`config.mk`:
```
export PLATFORM = sky130hd
export DESIGN_NAME = lsu_data_aligner
export DESIGN_NICKNAME = d
export VERILOG_FILES = /design/src/rtl/lsu_pkg.sv /design/src/rtl/lsu_load_extend.sv /design/src/rtl/lsu_data_aligner.sv
export SDC_FILE = /design/constraint.sdc
export NUM_CORES = 1
export LEC_CHECK = 0
export CAP_MARGIN = 20
export CORE_MARGIN = 2
export CORE_UTILIZATION = 40
export CTS_CLUSTER_SIZE = 10
export DETAILED_ROUTE_END_ITERATION = 7
export DONT_BUFFER_PORTS = 1
export HOLD_SLACK_MARGIN = 0.15
export PLACE_DENSITY_LB_ADDON = 0.1
export SYNTH_ARGS = -nofsm -noshare
export SYNTH_HDL_FRONTEND = slang
export SYNTH_SLANG_ARGS = --single-unit
```
`constraint.sdc`:
```
create_clock -name CLK -period 3.3 [get_ports CLK]
set_input_delay 0.66 -clock CLK [delete_from_list [all_inputs] [get_ports CLK]]
set_output_delay 0.66 -clock CLK [all_outputs]
set_load 0.1 [all_outputs]
```
`src/rtl/lsu_pkg.sv`:
```
// Shared width codes, FSM state encoding and request decode helpers for the
// load/store data aligner.
package lsu_pkg;

    localparam logic [2:0] F3_B  = 3'b000;
    localparam logic [2:0] F3_H  = 3'b001;
    localparam logic [2:0] F3_W  = 3'b010;
    localparam logic [2:0] F3_D  = 3'b011;
    localparam logic [2:0] F3_BU = 3'b100;
    localparam logic [2:0] F3_HU = 3'b101;
    localparam logic [2:0] F3_WU = 3'b110;

    typedef enum logic [1:0] {
        ST_IDLE  = 2'd0,
        ST_BEAT0 = 2'd1,
        ST_BEAT1 = 2'd2,
        ST_RESP  = 2'd3
    } lsu_state_e;

    // Access size in bytes; a doubleword code on a 32-bit core is clamped to a word.
    function automatic logic [3:0] size_of(input logic [2:0] funct3, input int xlen);
        case (funct3)
            F3_B, F3_BU: size_of = 4'd1;
            F3_H, F3_HU: size_of = 4'd2;
            F3_W, F3_WU: size_of = 4'd4;
            F3_D:        size_of = (xlen >= 64) ? 4'd8 : 4'd4;
            default:     size_of = 4'd1;
        endcase
    endfunction

    function automatic logic is_legal(input logic load, input logic store,
                                      input logic [2:0] funct3, input int xlen);
        if (load == store) begin
            is_legal = 1'b0;
        end else begin
            case (funct3)
                F3_B, F3_H, F3_W: is_legal = 1'b1;
                F3_BU, F3_HU:     is_legal = load;
                F3_D:             is_legal = (xlen == 64);
                F3_WU:            is_legal = load && (xlen == 64);
                default:          is_legal = 1'b0;
            endcase
        end
    endfunction

endpackage

```
`src/rtl/lsu_load_extend.sv`:
```
// Merges the two read beats of a load, right-justifies the addressed bytes
// and applies sign or zero extension to the full register width.
module lsu_load_extend
    import lsu_pkg::*;
#(
    parameter int XLEN = 32
) (
    input  logic [XLEN-1:0]              lo_word,
    input  logic [XLEN-1:0]              hi_word,
    input  logic [$clog2(XLEN/8)-1:0]    offset,
    input  logic [2:0]                   funct3,
    output logic [XLEN-1:0]              result
);

    localparam int NB = XLEN / 8;

    logic [XLEN-1:0] raw;
    logic [XLEN-1:0] byte_mask;
    logic [3:0]      size;
    logic            msb;
    logic            sign;

    // The upper word only contributes bytes when the access crossed the boundary.
    assign raw  = XLEN'({hi_word, lo_word} >> {offset, 3'b000});
    assign size = size_of(funct3, XLEN);

    for (genvar gi = 0; gi < NB; gi++) begin : g_mask
        assign byte_mask[8*gi +: 8] = (4'(gi) < size) ? 8'hFF : 8'h00;
    end

    always_comb begin
        case (funct3[1:0])
            2'd0:    msb = raw[7];
            2'd1:    msb = raw[15];
            2'd2:    msb = raw[31];
            default: msb = raw[XLEN-1];
        endcase
    end

    assign sign   = ~funct3[2] & msb;
    assign result = (raw & byte_mask) | (~byte_mask & {XLEN{sign}});

endmodule

```
`src/rtl/lsu_data_aligner.sv`:
```
// Load/store aligner: turns one byte-addressed request into one or two
// word-aligned memory beats and returns a registered, extended response.
module lsu_data_aligner
    import lsu_pkg::*;
#(
    parameter int XLEN             = 32,
    parameter bit ALLOW_MISALIGNED = 1'b1
) (
    input  logic              CLK,
    input  logic              RESET_N,
    input  logic              REQ_VALID,
    output logic              REQ_READY,
    input  logic              LOAD,
    input  logic              STORE,
    input  logic [2:0]        FUNCT3,
    input  logic [XLEN-1:0]   ADDR,
    input  logic [XLEN-1:0]   DATA_IN,
    output logic              MEM_REQ,
    output logic              MEM_WE,
    output logic [XLEN-1:0]   MEM_ADDR,
    output logic [XLEN/8-1:0] MEM_BE,
    output logic [XLEN-1:0]   MEM_WDATA,
    input  logic              MEM_ACK,
    input  logic [XLEN-1:0]   MEM_RDATA,
    output logic              RESP_VALID,
    output logic [XLEN-1:0]   RESP_DATA,
    output logic              RESP_ERR
);

    localparam int NB  = XLEN / 8;
    localparam int OW  = $clog2(NB);
    localparam int BW  = 2 * NB;
    localparam int SHW = OW + 4;

    lsu_state_e        state_q, state_d;
    logic              req_ready_q, req_ready_d;
    logic              mem_req_q, mem_req_d;
    logic              mem_we_q, mem_we_d;
    logic [XLEN-1:0]   mem_addr_q, mem_addr_d;
    logic [NB-1:0]     mem_be_q, mem_be_d;
    logic [XLEN-1:0]   mem_wdata_q, mem_wdata_d;
    logic              resp_valid_q, resp_valid_d;
    logic [XLEN-1:0]   resp_data_q, resp_data_d;
    logic              resp_err_q, resp_err_d;
    logic              store_q, store_d;
    logic [2:0]        funct3_q, funct3_d;
    logic [OW-1:0]     off_q, off_d;
    logic              split_q, split_d;
    logic [XLEN-1:0]   addr_hi_q, addr_hi_d;
    logic [NB-1:0]     be_hi_q, be_hi_d;
    logic [XLEN-1:0]   wdata_hi_q, wdata_hi_d;
    logic [XLEN-1:0]   buf_q, buf_d;

    logic [OW-1:0]     req_off;
    logic [3:0]        req_size;
    logic              req_split;
    logic              req_legal;
    logic [XLEN-1:0]   req_base;
    logic [BW-1:0]     be_wide;
    logic [SHW-1:0]    hi_shift;
    logic [XLEN-1:0]   req_wdata0;
    logic [XLEN-1:0]   req_wdata1;
    logic [XLEN-1:0]   ext_lo;
    logic [XLEN-1:0]   ext_hi;
    logic [XLEN-1:0]   ext_data;
    logic              done;

    assign req_off   = ADDR[OW-1:0];
    assign req_size  = size_of(FUNCT3, XLEN);
    assign req_split = (int'(req_off) + int'(req_size)) > NB;
    assign req_legal = is_legal(LOAD, STORE, FUNCT3, XLEN) && (ALLOW_MISALIGNED || !req_split);
    assign req_base  = {ADDR[XLEN-1:OW], {OW{1'b0}}};

    // Double-width enable mask: low half is beat 0, high half is beat 1.
    assign be_wide    = ((BW'(1) << req_size) - BW'(1)) << req_off;
    assign hi_shift   = SHW'((NB - int'(req_off)) * 8);
    assign req_wdata0 = DATA_IN << {req_off, 3'b000};
    assign req_wdata1 = DATA_IN >> hi_shift;

    assign ext_lo = split_q ? buf_q : MEM_RDATA;
    assign ext_hi = split_q ? MEM_RDATA : '0;

    lsu_load_extend #(
        .XLEN(XLEN)
    ) u_load_extend (
        .lo_word (ext_lo),
        .hi_word (ext_hi),
        .offset  (off_q),
        .funct3  (funct3_q),
        .result  (ext_data)
    );

    always_comb begin
        state_d      = state_q;
        req_ready_d  = req_ready_q;
        mem_req_d    = mem_req_q;
        mem_we_d     = mem_we_q;
        mem_addr_d   = mem_addr_q;
        mem_be_d     = mem_be_q;
        mem_wdata_d  = mem_wdata_q;
        resp_valid_d = 1'b0;
        resp_data_d  = '0;
        resp_err_d   = 1'b0;
        store_d      = store_q;
        funct3_d     = funct3_q;
        off_d        = off_q;
        split_d      = split_q;
        addr_hi_d    = addr_hi_q;
        be_hi_d      = be_hi_q;
        wdata_hi_d   = wdata_hi_q;
        buf_d        = buf_q;
        done         = 1'b0;

        case (state_q)
            ST_IDLE: begin
                if (REQ_VALID) begin
                    req_ready_d = 1'b0;
                    store_d     = STORE;
                    funct3_d    = FUNCT3;
                    off_d       = req_off;
                    split_d     = req_split;
                    addr_hi_d   = req_base + XLEN'(NB);
                    be_hi_d     = be_wide[BW-1:NB];
                    wdata_hi_d  = req_wdata1;
                    if (req_legal) begin
                        state_d     = ST_BEAT0;
                        mem_req_d   = 1'b1;
                        mem_we_d    = STORE;
                        mem_addr_d  = req_base;
                        mem_be_d    = be_wide[NB-1:0];
                        mem_wdata_d = req_wdata0;
                    end else begin
                        state_d      = ST_RESP;
                        resp_valid_d = 1'b1;
                        resp_err_d   = 1'b1;
                    end
                end
            end
            ST_BEAT0: begin
                if (MEM_ACK) begin
                    buf_d = MEM_RDATA;
                    if (split_q) begin
                        state_d     = ST_BEAT1;
                        mem_addr_d  = addr_hi_q;
                        mem_be_d    = be_hi_q;
                        mem_wdata_d = wdata_hi_q;
                    end else begin
                        done = 1'b1;
                    end
                end
            end
            ST_BEAT1: begin
                if (MEM_ACK) begin
                    done = 1'b1;
                end
            end
            ST_RESP: begin
                state_d     = ST_IDLE;
                req_ready_d = 1'b1;
            end
            default: state_d = ST_IDLE;
        endcase

        if (done) begin
            state_d      = ST_RESP;
            mem_req_d    = 1'b0;
            mem_we_d     = 1'b0;
            mem_addr_d   = '0;
            mem_be_d     = '0;
            mem_wdata_d  = '0;
            resp_valid_d = 1'b1;
            resp_data_d  = store_q ? '0 : ext_data;
        end
    end

    always_ff @(posedge CLK or negedge RESET_N) begin
        if (!RESET_N) begin
            state_q      <= ST_IDLE;
            req_ready_q  <= 1'b1;
            mem_req_q    <= 1'b0;
            mem_we_q     <= 1'b0;
            mem_addr_q   <= '0;
            mem_be_q     <= '0;
            mem_wdata_q  <= '0;
            resp_valid_q <= 1'b0;
            resp_data_q  <= '0;
            resp_err_q   <= 1'b0;
            store_q      <= 1'b0;
            funct3_q     <= 3'b000;
            off_q        <= '0;
            split_q      <= 1'b0;
            addr_hi_q    <= '0;
            be_hi_q      <= '0;
            wdata_hi_q   <= '0;
            buf_q        <= '0;
        end else begin
            state_q      <= state_d;
            req_ready_q  <= req_ready_d;
            mem_req_q    <= mem_req_d;
            mem_we_q     <= mem_we_d;
            mem_addr_q   <= mem_addr_d;
            mem_be_q     <= mem_be_d;
            mem_wdata_q  <= mem_wdata_d;
            resp_valid_q <= resp_valid_d;
            resp_data_q  <= resp_data_d;
            resp_err_q   <= resp_err_d;
            store_q      <= store_d;
            funct3_q     <= funct3_d;
            off_q        <= off_d;
            split_q      <= split_d;
            addr_hi_q    <= addr_hi_d;
            be_hi_q      <= be_hi_d;
            wdata_hi_q   <= wdata_hi_d;
            buf_q        <= buf_d;
        end
    end

    assign REQ_READY  = req_ready_q;
    assign MEM_REQ    = mem_req_q;
    assign MEM_WE     = mem_we_q;
    assign MEM_ADDR   = mem_addr_q;
    assign MEM_BE     = mem_be_q;
    assign MEM_WDATA  = mem_wdata_q;
    assign RESP_VALID = resp_valid_q;
    assign RESP_DATA  = resp_data_q;
    assign RESP_ERR   = resp_err_q;

endmodule

```
==> results.md, run 1 <==
* Outcome: finished, violations left
* Failing checks: hold timing
* Initial Util at between 40% and 50%
* Setup Buffers After CTS at 0
* Clk Latency, worst-skew pair at about 0.54 ns
* Top cells by area, synth: dfrtp_1 (46%), mux2i_1 (7.1%), mux2_2 (6.7%)
* Post-DP HPWL at 21000 um
* FFs w/ async S/R, synth at 100%
* Initial DRC Count at 520
* Max incr delay on CP at between 0.6 and 0.7 ns
* Post-route ant nets at 0
* Yosys warnings at 0
* Worst Setup End Kind: register
* Worst-case clock buffer depth at 3
* WP data required at roughly 3.7 ns
* First-pass GRT wire length at about 50000 um
* Peak Freq at about 390 MHz
* Core Rows at roughly 60
* Crit-path max FO at 12
* Critical path cell sequence: inv_1 -> ha_4 -> and2b_1 -> o2111ai_4 -> a2111oi_4 -> a211oi_4 -> buf_4 -> a21oi_1
* Flop2flop setup slack at slightly above 0.7 ns
* WS Path Type: register to register
* Largest net degree at the start of global routing at between 200 and 250
* Setup tns final at 0 ns
* Max-slew violation count at 0
* Worst path slowest cell: a211oi_4
* Number of flops mapped to enable cells by yosys at 0
* Minimum clock period after layout at between 2 and 3 ns
* CP top delay family: compound AO/OA/AOI/OAI gates
* Netlist cell types at a little over 60
* WP depth at 8
* Synth Flop Type: dfrtp_1
* Clock skew at 0.0115 ns
* CTS tree: built
* Slew headroom at roughly 33%
* Worst R2R Path Depth at 8
* ANT cells at 0
* Nets@finish at around 1200
* Core Box Area at approximately 28000 um2
* Seq/Total Area, Yosys at a little under half
* Die height at around 170 um
* Post-Syn Instances at between 1000 and 1500
* Period utilization at 78.5%
* Top cell type's share of synthesized area at 46.1%
* Syn-to-layout area delta at 9.67%
* DRC at 0
* Final setup viols at 0
* Routed len/inst at between 20 and 25 um
* Via count at roughly 8300
* Buf+Inv Stages, Crit Path at 2
* Worst Path Arrival at between 2 and 3 ns
* Clock-pin transition on the worst setup and hold timing paths at around 0.06 ns
* CTS Sinks at 210
* Ports at 210
* Least-Margin Pin Slew at around 1.0 ns
* H-tree level count at 1
* Yosys reg bits at 210
* Routed WL at around 32000 um
* Number of global-route vias before repair at slightly above 8000
* Cell accounting for the most synthesized area: dfrtp_1
* WHS at -0.176 ns
* Clk root buf: clkbuf_16
* FILL cells at 2643
* GRT Total Usage at between 20% and 30%
* IO buf count at 0
* Max-cap check violation count at 0
* Full die area at between 20000 and 30000 um2
* Placer Congestion at between 0.8 and 0.9
* R2r endpoint: RESP_DATA[19]
* Worst setup SP type: register
* Post-synthesis cell area at 11300 um2
* Reg-to-reg startpoint: state_q[1]
* Unrepaired setup endpoints after global routing: no
* HP Class: primary input to async pin
* Die W at between 150 and 200 um
* Router iterations before antenna repair at 5
* Num CTS Buffers at 27
* Hold Fails Final Rpt at between 200 and 250
* Layout cells sized above 1 at between 10% and 20%
* Initial antenna violation count at 0
* Gates resized, CTS repair at 0
* Syn_area_per_cell at roughly 10 um2
* Vias per inst at around 5.6
* GRT overflow at 0
-- metal layers --
| metal | global-route usage, % | share of wire [%] | vias up |
|---|---|---|---|
| li1 | - | - | 3990 |
| met1 | 29.8 | 46 | 4020 |
| met2 | 31.3 | 44 | 279 |
| met3 | 5.93 | 8.3 | 47 |
| met4 | 5.59 | 2.4 | 0 |
| met5 | 0 | 0 | - |
-- worst max path at each step --
stage | slack (ns) | startpoint | to
3_3_place_gp | 0.78 | state_q[1] | RESP_DATA[17]
4_1_cts | 0.71 | state_q[1] | RESP_DATA[19]
5_1_grt | 0.56 | state_q[1] | RESP_DATA[19]
2_1_floorplan | 0.36 | ADDR[0] | wdata_hi_q[24]
3_5_place_dp | 0.70 | state_q[1] | RESP_DATA[19]
6_report | 0.71 | state_q[1] | RESP_DATA[19]
-- Yosys cell counts (all sizes together) (15+ instances only) --
cell    count
a211oi     72
a21oi      67
a22o       17
buf        47
clkbuf     43
dfrtp     209
mux2       68
mux2i      82
nand2     116
nor2      116
nor2b      15
nor3       32
o21ai      64
xor2       19
-- worst reg2reg max path: stages, from the launching register on --
cell and delay [ns]:
dfrtp_1 0.39, inv_1 0.11, ha_4 0.19, and2b_1 0.21, o2111ai_4 0.46, a2111oi_4 0.10
a211oi_4 0.69, buf_4 0.25, a21oi_1 0.05
-- cell usage in the layout (no fill, tap or decap), drive strengths merged, types with 9 or more instances in the layout --
cell type	count
xnor2	9
nor2	116
a211oi	72
mux2	68
nor2b	15
xor2	19
nand3	14
nand2b	10
o21ai	64
dfrtp	209
buf	22
mux4	10
clkbuf	41
a22oi	14
inv	15
a22o	17
nor3	32
o211ai	10
a221oi	10
nand2	116
mux2i	82
a21oi	67
nand4	12
-- sequential cells by signal, indices dropped and copies added, names as in the netlist, 4 cells and up --
name / flops
wdata_hi_q: 32
RESP_DATA: 32
MEM_BE: 4
buf_q: 32
MEM_WDATA: 32
MEM_ADDR: 30
addr_hi_q: 30
be_hi_q: 4
-- stage by stage --
step           std cells  instance area (um2)  util, %  setup slack [ns]
3_3_place_gp        1438                11600     41.7             0.780
4_1_cts             1484                12400     44.7             0.713
3_5_place_dp        1438                11600     41.7             0.703
6_report            1484                12400     44.7             0.708
2_1_floorplan       1128                11300        -             0.365
5_1_grt             1484                12400     44.7             0.556
-- cells by family (layout without fill, tap and decap cells) --
group | count (synthesis) | in the layout | synth area share [%]
and+or+nand+nor | 330 | 330 | 12.8
AOI/OAI and AO/OA | 284 | 284 | 17.3
DFF | 210 | 210 | 46.3
muxes | 160 | 160 | 16.1
buffers and inverters | 105 | 83 | 4.22
xor gates and xnor gates | 28 | 28 | 2.16
adders and majority gates | 9 | 9 | 1.06
other | 1 | 2 | 0.0331
-- final cells by class --
| cell class | instances | area (um2) | area share (%) |
|---|---|---|---|
| clock buffers | 41 | 758 | 6.09 |
| clock inverters | 5 | 53.8 | 0.432 |
| multi-input cells | 813 | 5650 | 45.4 |
| repair buffers | 22 | 190 | 1.53 |
| well taps | 378 | 473 | 3.80 |
| flip-flops and latches | 210 | 5260 | 42.3 |
| inverters | 15 | 56.3 | 0.453 |
Power of run 1 is left out: the tool's default activity adds up to more than one toggle a clock period on the data nets, which glitch-free logic cannot reach.
==> inputs of run 2 (changes only) <==
Clock period 3.3 ns to 2.14 ns, I/O delays scaled along.
==> results.md, run 2 (synthesized netlist as in run 1, its figures left out) <==
* Outcome: finished, violations left
* Failing checks: hold timing, setup timing
* Routed WL at 34600 um (+9.7%)
* Post-route ant nets at 0 (unchanged)
* Layout cells sized above 1 at 26.6% (+12 points)
* PD cells at 1830 nW/um2
* H-tree level count at 1 (unchanged)
* Syn-to-layout area delta at 32.3%
* Worst IR Drop VDD at 1090 uV
* GRT Total Usage at 23.2% (+2.2 points)
* Final core utilization at 53.9% (+9.2 points)
* Commonest non-fill, non-tap cell in the layout: dfrtp_1
* Post-layout worst setup margin at -0.0162 ns (-0.724 ns)
* First-pass GRT wire length at 54000 um (+11%)
* R2r endpoint: MEM_BE[2]
* Leak Pwr at between 6 and 7 nW
* Period utilization at 101% (+22 points)
* Router iterations before antenna repair at 5 (unchanged)
* Max-slew violation count at 0 (unchanged)
* Post-DP HPWL at 21800 um (+4.2%)
* Initial Util at 40.7% (unchanged)
* Ports at 210 (unchanged)
* Vias per inst at 5.45 (-2.9%)
* CTS Sinks at 210 (unchanged)
* Final setup viols at 4 (+4)
* Flop2flop setup slack at -0.02 ns (-0.72 ns)
* WS Path Type: register to register
* Hold-fix buffers at CTS at between 90 and 100
* Die W at 172 um (unchanged)
* Worst setup endpoint: MEM_BE[2]
* WP data required at 2.53 ns (-1.16 ns)
* Worst Setup End Kind: register
* Worst setup SP type: register
* Initial DRC Count at 635 (+22%)
* Slew headroom at 31.3% (-2.0 points)
* Critical Path Start: state_q[0]
* WHS at -0.404 ns (-0.228 ns)
* Peak Freq at 464 MHz (+20%)
* Routed len/inst at 20.0 um (-5.8%)
* Die height at 172 um (unchanged)
* Full die area at 29700 um2 (unchanged)
* IO buf count at 0 (unchanged)
* Clk Latency, worst-skew pair at 0.53 ns (about the same)
* DP Area at 12900 um2 (+11%)
* Core Box Area at 27900 um2 (unchanged)
* Largest net degree at the start of global routing at 211 (unchanged)
* Initial antenna violation count at 0 (unchanged)
* HP Class: primary input to async pin
* Number of global-route vias before repair at 9397 (+15%)
* Placer Congestion at 0.834 (-2.2%)
* Setup tns final at -0.0556 ns (-0.0556 ns)
* Reg-to-reg startpoint: state_q[0]
* Commonest non-fill, non-tap cells in the layout: dfrtp_1 (207), buf_4 (160), nand2_1 (115)
* Crit-path max FO at 10 (-2)
* CTS tree: built
* Unrepaired setup endpoints after global routing: yes
* ANT cells at 0 (unchanged)
* Via count at 9421 (+13%)
* FILL cells at 2469 (-6.6%)
* Core Rows at 61 (unchanged)
* Worst slack, placed at -0.156 ns (-0.859 ns)
* Nets@finish at 1451 (+21%)
* Minimum clock period after layout at 2.16 ns (-0.436 ns)
* Num CTS Buffers at 27 (unchanged)
* Clk root buf: clkbuf_16
* Worst-case clock buffer depth at 3 (unchanged)
* Worst Path Arrival at 2.55 ns (-0.44 ns)
* Clock-pin transition on the worst setup and hold timing paths at 0.06 ns (about the same)
* Clock skew at 0.0276 ns (+0.0162 ns)
* DRC at 0 (unchanged)
* Least-Margin Pin Slew at 1.03 ns (+0.0272 ns)
* Final instance area at 15000 um2 (+21%)
* Worst R2R Path Depth at 8 (unchanged)
* GRT overflow at 0 (unchanged)
* Hold Fails Final Rpt at 209 (unchanged)
* Max-cap check violation count at 0 (unchanged)
==> run 2: cell types whose count changed in the layout (fill, tap and decap cells not counted), moves of 8 or more <==
| cell | change |
|---|---|
| a211oi_1 | -20 |
| a211oi_2 | +18 |
| a221oi_1 | -9 |
| a221oi_2 | +8 |
| buf_12 | +8 |
| buf_4 | +140 |
| dlygate4sd3_1 | +91 |
==> run 2: per-stage QoR <==
stage                     cells  total power [mW]
after global placement     1583              21.9
after floorplan            1128              18.2
after detailed placement   1583              22.0
after CTS                  1721              27.0
after global routing       1728              28.9
final                      1728              27.4
==> run 2: worst max-delay path, stage by stage (launching register included) <==
cell,delay [ns]
dfrtp_1,0.40
buf_4,0.15
ha_4,0.15
buf_8,0.14
a21o_4,0.22
a211o_4,0.31
buf_12,0.16
a221oi_1,0.40
nor3_1,0.09
==> run 2: layer usage <==
metal / GRT usage, % / wire length, um / share of wire (%)
met1: 33.7 / 15800 / 46
met2: 34.6 / 15400 / 44
met3: 5.61 / 2650 / 7.7
met4: 6.03 / 788 / 2.3
met5: 0 / 0 / 0
==> run 2: final cells by class <==
class / instances / area [um2] / share of cell area, %
Clock buffer: 38 / 777 / 5.18
Clock inverter: 4 / 45.0 / 0.300
Inverter: 15 / 56.3 / 0.375
Multi-Input combinational cell: 813 / 5880 / 39.2
Sequential cell: 210 / 5260 / 35.0
Tap cell: 378 / 473 / 3.15
Timing Repair Buffer: 270 / 2520 / 16.8
==> run 2: power breakdown <==
group | switching [mW] | internal [mW]
Combinational | 11.0 | 5.42
Sequential | 0.948 | 5.76
Clock | 1.67 | 2.60
==> run 2: worst min path at each step <==
stage / startpoint / end / slack (ns) / depth (start not counted)
3_3_place_gp: RESET_N / RESP_DATA[14] / 0.14 / 0
5_1_grt: RESET_N / RESP_DATA[21] / -0.42 / 0
4_1_cts: RESET_N / RESP_DATA[21] / -0.42 / 0
6_report: RESET_N / RESP_DATA[21] / -0.40 / 0
3_5_place_dp: RESET_N / RESP_DATA[20] / 0.14 / 0
2_1_floorplan: RESET_N / MEM_ADDR[10] / 0.13 / 0
==> run 2: what timing repair did <==
action,4_1_cts,5_1_grt
buffers inserted,3,6
resized for setup,12,33
cloned,2,1
endpoints found under the hold margin,324,210
setup endpoints to repair,31,65
pin swaps,2,0
No activity file was read; power rests on OpenSTA's default activity.
